`src/rtl/load_hazard_unit.sv`:
```
`default_nettype none
// ============================================================================
// Module   : load_hazard_unit
// Brief    : LOAD_LAT-deep in-flight load tracker with load-use stall detect,
//            memory-wait freeze, flush and optional writeback forwarding.
// Revision : 1.0  initial release
// ============================================================================
module load_hazard_unit #(
    parameter int XLEN     = 32,
    parameter int REG_AW   = 5,
    parameter int LOAD_LAT = 2,
    parameter int FWD      = 1
) (
    input  logic                              clk,
    input  logic                              rst,
    input  logic                              issue_valid,
    input  logic                              issue_load,
    input  logic [REG_AW-1:0]                 issue_rd,
    input  logic [XLEN-1:0]                   issue_addr,
    input  logic [REG_AW-1:0]                 dec_rs1,
    input  logic                              dec_rs1_used,
    input  logic [REG_AW-1:0]                 dec_rs2,
    input  logic                              dec_rs2_used,
    input  logic                              mem_ready,
    input  logic                              flush,
    output logic                              delayed_load,
    output logic [REG_AW-1:0]                 delayed_rd,
    output logic [XLEN-1:0]                   delayed_addr,
    output logic                              wb_valid,
    output logic                              stall,
    output logic                              mem_wait,
    output logic [$clog2(LOAD_LAT+1)-1:0]     pending_cnt
);

    localparam int c_HEAD = LOAD_LAT - 1;
    localparam int c_CW   = $clog2(LOAD_LAT + 1);

    logic [LOAD_LAT-1:0] r_valid;
    logic [REG_AW-1:0]   r_rd   [LOAD_LAT];
    logic [XLEN-1:0]     r_addr [LOAD_LAT];
    logic [c_CW-1:0]     r_cnt;

    logic [LOAD_LAT-1:0] w_valid_nxt;
    logic [c_CW-1:0]     w_cnt_nxt;
    logic                w_mem_wait;
    logic                w_advance;
    logic                w_accept;
    logic                w_hazard;

    function automatic logic f_match(
        input logic [REG_AW-1:0] rd,
        input logic [REG_AW-1:0] rs1,
        input logic              rs1_used,
        input logic [REG_AW-1:0] rs2,
        input logic              rs2_used
    );
        return (rd != '0) && ((rs1_used && (rd == rs1)) || (rs2_used && (rd == rs2)));
    endfunction

    assign w_mem_wait = r_valid[c_HEAD] & ~mem_ready;
    assign w_advance  = ~w_mem_wait;
    assign w_accept   = issue_valid & issue_load & w_advance & ~flush;

    // The head is already issued to memory, so a flush never drops it while it waits.
    always_comb begin
        w_valid_nxt = r_valid;
        if (w_advance) begin
            w_valid_nxt[0] = w_accept;
            for (int i = 1; i < LOAD_LAT; i++) begin
                w_valid_nxt[i] = r_valid[i-1] & ~flush;
            end
        end else if (flush) begin
            for (int i = 0; i < LOAD_LAT - 1; i++) begin
                w_valid_nxt[i] = 1'b0;
            end
        end
        w_cnt_nxt = '0;
        for (int i = 0; i < LOAD_LAT; i++) begin
            w_cnt_nxt = w_cnt_nxt + c_CW'(w_valid_nxt[i]);
        end
    end

    always_comb begin
        w_hazard = 1'b0;
        if (issue_valid && issue_load &&
            f_match(issue_rd, dec_rs1, dec_rs1_used, dec_rs2, dec_rs2_used)) begin
            w_hazard = 1'b1;
        end
        for (int i = 0; i < LOAD_LAT - 1; i++) begin
            if (r_valid[i] && f_match(r_rd[i], dec_rs1, dec_rs1_used, dec_rs2, dec_rs2_used)) begin
                w_hazard = 1'b1;
            end
        end
        if (r_valid[c_HEAD] && !((FWD != 0) && mem_ready) &&
            f_match(r_rd[c_HEAD], dec_rs1, dec_rs1_used, dec_rs2, dec_rs2_used)) begin
            w_hazard = 1'b1;
        end
    end

    always_ff @(posedge clk or negedge rst) begin
        if (!rst) begin
            r_valid <= '0;
            r_cnt   <= '0;
            for (int i = 0; i < LOAD_LAT; i++) begin
                r_rd[i]   <= '0;
                r_addr[i] <= '0;
            end
        end else begin
            r_valid <= w_valid_nxt;
            r_cnt   <= w_cnt_nxt;
            if (w_advance) begin
                r_rd[0]   <= issue_rd;
                r_addr[0] <= issue_addr;
                for (int i = 1; i < LOAD_LAT; i++) begin
                    r_rd[i]   <= r_rd[i-1];
                    r_addr[i] <= r_addr[i-1];
                end
            end
        end
    end

    assign delayed_load = r_valid[c_HEAD];
    assign delayed_rd   = r_rd[c_HEAD];
    assign delayed_addr = r_addr[c_HEAD];
    assign pending_cnt  = r_cnt;
    assign mem_wait     = w_mem_wait;
    assign wb_valid     = r_valid[c_HEAD] & mem_ready;
    // The execute-stage candidate is not a register, so gate it during reset.
    assign stall        = rst & (w_hazard | w_mem_wait);

endmodule
`default_nettype wire

```
`config.mk`:
```
export PLATFORM = sky130hd
export DESIGN_NAME = load_hazard_unit
export DESIGN_NICKNAME = d
export VERILOG_FILES = /design/src/rtl/load_hazard_unit.sv
export SDC_FILE = /design/constraint.sdc
export NUM_CORES = 1
export LEC_CHECK = 0
export CORE_UTILIZATION = 45
export CTS_BUF_LIST = sky130_fd_sc_hd__clkbuf_8
export DETAILED_ROUTE_END_ITERATION = 10
export PLACE_DENSITY = 0.85
export SYNTH_ARGS = -nofsm -noshare
export SYNTH_HDL_FRONTEND = slang
export SYNTH_SLANG_ARGS = --single-unit
export TNS_END_PERCENT = 20
```
`constraint.sdc`:
```
create_clock -name clk -period 4.68 [get_ports clk]
set_input_delay 0.468 -clock clk [delete_from_list [all_inputs] [get_ports clk]]
set_output_delay 0.468 -clock clk [all_outputs]
set_load 0.05 [all_outputs]
```
==> impl_metrics.csv <==
group,metric,value,unit
status,status,"complete, no violations",
critical_path,crit_type,"in -> out",
sta,report.final.slew_viol_count,0,
job,drv_cap,0,
drt,wire_per_inst,12.5,um
die,initial_utilization,47.1,%
logic_synthesis,syn_area,3450,um^2
logic_synthesis,ys_types,21,
logic_synthesis,async_flop_share,100,%
logic_synthesis,synth_top_area_share,56.6,%
placed_design,globalplace.congestion,0.853,
placed_design,dpl.hpwl,4.79,mm
critical_path,cp_max_fo,4,
critical_path,reg2reg_depth,5,
sta,finalHoldViolations,0,
logic_synthesis,synth.area.top_cells,"dfrtp_1, nand2_1, buf_4, xor2_1, xnor2_1",
critical_path,regToRegSetupSlack,2.78,ns
pwr,power_frac_clock,31.5,%
critical_path,crit_path_frequent_cell,"clkdlybuf4s50_1",
pwr,pwr-share-seq,47.1,%
layout,layout-drive-gt1-share,4.78,%
cts,cts_tree,"done",
sta,fin_crit_sh,69.3,%
sta,setup_viol,0,
logic_synthesis,synthesis.nets,454,
drt,drt_iter0_drc,94,
pwr,power_frac_comb,21.4,%
cts,numCtsBuffers,9,
logic_synthesis,synthCells,398,
placed_design,numPortBuffers,97,
critical_path,cp-start-kind,"input pin",
drt,via_per_inst,4.61,
cts,cts_max_path_buffers,2,
layout,diodes,0,
grt,grt_pass1_vias,2374,
grt,grt_pass1_wl,11.2,mm
logic_synthesis,ys_warn_count,0,
critical_path,slowest_stage,"clkdlybuf4s50_1",
die,ios,98,
grt,antenna_found_initial,0,
die,die_h,89.6,um
sta,worstMarginPinSlew,0.726,ns
drt,drc,0,
sta,max_freq,309,MHz
layout,regArea,1950,um^2
logic_synthesis,ys_ff_latch,78,
cts,post_cts_buffers,0,
grt,grtUsageTotal,18.6,%
critical_path,path_delay_family,"buffers and inverters",
cts,hold_buffers,0,
cts,path_clk_slew,0.08,ns
cts,insertion_delay,0.34,ns
die,coreArea,7330,um^2
critical_path,worst-path-stages,6,
sta,slew-limit-headroom,51.6,%
critical_path,crit_start,"issue_rd[1]",
critical_path,worstPathCellList,"clkdlybuf4s50_1, or4_1, o2111ai_1, a21oi_1, a211o_1, clkdlybuf4s50_1",
cts,cts_max_level,3,
pwr,p_leak,2.17,nW
critical_path,required,4.21,ns
critical_path,r2r_start,"r_valid[1]",
grt,grt_max_degree,77,
critical_path,path_buf_inv,2,
cts,cts_resized,0,
critical_path,crit_arrival,2.77,ns
die,die-area,8020,um^2
layout,final_area,4430,um^2
sta,rsz0062_at_grt,"false",
critical_path,cpPeakStageDelay,0.71,ns
drt,via_count,2576,
sta,worst_slack,1.44,ns
pwr,vdd_drop_max,250,uV
critical_path,r2r_end,"pending_cnt[0]",
layout,nFillCells,602,
logic_synthesis,ys.flop_type,"dfrtp_1",
pwr,p_sw_share,30.8,%
placed_design,placed_area,4220,um^2
layout,fin_nets,511,
drt,firstDrtPassIters,4,
cts,cts_root_buffer,"clkbuf_8",
logic_synthesis,synth_edf_count,0,
drt,wl,7.01,mm
pwr,total_power,1.63,mW
logic_synthesis,syn_area_per_cell,8.67,um^2
cts,clkSinkCount,78,
sta,final.setup.tns,0,ns
layout,area_growth,28.4,%
die,dieWidth,89.6,um
die,rows,31,
layout,multi_input_area,1150,um^2
pwr,power.switching,0.502,mW
drt,ant_nets,0,
logic_synthesis,yosys.area.top_type,"dfrtp_1",
pwr,power.internal,1.13,mW
grt,globalRouteOverflowTotal,0,
sta,holdWs,0.0823,ns
pwr,power_density,368,nW/um^2
hold_path,hold_path_class,"in -> async",
critical_path,endpoint_kind,"output port",
sta,fin_skew,0.00761,ns
logic_synthesis,yosysSeqAreaShare,56.6,%
sta,fin_crit,3.24,ns
placed_design,dpl_worst_slack,1.44,ns
## layout make-up
class | count | share of cell area [%]
sequential | 78 | 44.1
tap | 99 | 2.80
timing repair buffer | 100 | 22.4
clock buffer | 10 | 3.11
inverter | 2 | 0.169
clock inverter | 6 | 1.55
multi-input combinational | 264 | 26.0
## cells in the mapped netlist (2+ instances only)
| library cell | instances |
|---|---|
| buf_4 | 37 |
| xor2_1 | 16 |
| buf_1 | 7 |
| nor4_1 | 4 |
| a21oi_1 | 3 |
| xnor2_1 | 4 |
| nand3_1 | 5 |
| clkbuf_1 | 8 |
| buf_2 | 2 |
| nand2_1 | 223 |
| or4_1 | 2 |
| dfrtp_1 | 78 |
## stage by stage
| step | instances | util, % |
|---|---|---|
| 6_report | 559 | 60.4 |
| 2_1_floorplan | 398 | - |
| 5_1_grt | 559 | 60.4 |
| 3_3_place_gp | 543 | 57.6 |
| 3_5_place_dp | 543 | 57.6 |
| 4_1_cts | 559 | 60.4 |
## logic make-up (layout without fill, tap and decap cells)
logic type,count (synthesis),count (layout),share of synthesized area (%)
fa+ha+maj,1,1,0.363
simple gates,236,236,26.5
flops,78,78,56.6
xor+xnor,20,20,5.08
buf+inv,56,118,10.2
compound gates,7,7,1.31
## power by group through the flow
stage | registers [mW] | clock network, mW | logic (mW)
2_1_floorplan | 0.777 | 0 | 0.246
3_3_place_gp | 0.779 | 0 | 0.347
5_1_grt | 0.776 | 0.559 | 0.375
4_1_cts | 0.769 | 0.528 | 0.352
3_5_place_dp | 0.782 | 0 | 0.352
6_report | 0.768 | 0.513 | 0.349
## registers in the layout, indices dropped and copies added, names as in the netlist
signal,flops
r_rd,5
pending_cnt,2
delayed_rd,5
r_addr,32
delayed_addr,32
r_valid,2
## how the worst max path moves through the flow
| stage | to | slack [ns] |
|---|---|---|
| after floorplan | stall | 2.56 |
| after global placement | stall | 1.45 |
| after detailed placement | stall | 1.44 |
| after CTS | stall | 1.43 |
| after global routing | stall | 1.36 |
| final | stall | 1.44 |
## per-layer routing
layer / vias up / track usage, % / wire length [um]
met4: 0 / 5.34 / 45
met3: 4 / 5.76 / 379
met5: - / 0 / 0
met2: 74 / 29.8 / 3410
li1: 1293 / - / -
met1: 1205 / 24.6 / 3170
## placed cells by master (no fill, tap or decap)
master	n
clkdlybuf4s50_1	96
nor4_1	4
a211o_1	1
o211ai_1	1
and2_1	1
xnor2_1	4
nand2_1	223
clkinv_2	1
nand3_1	5
clkinv_4	2
clkbuf_8	10
or4_1	2
inv_1	1
inv_6	1
clkinvlp_4	1
bufinv_16	1
o21ai_0	1
nand2b_2	1
ha_1	1
a21oi_1	3
buf_4	4
o2111ai_1	1
inv_2	1
xor2_1	16
dfrtp_1	78
No activity file was read; power rests on OpenSTA's default activity.
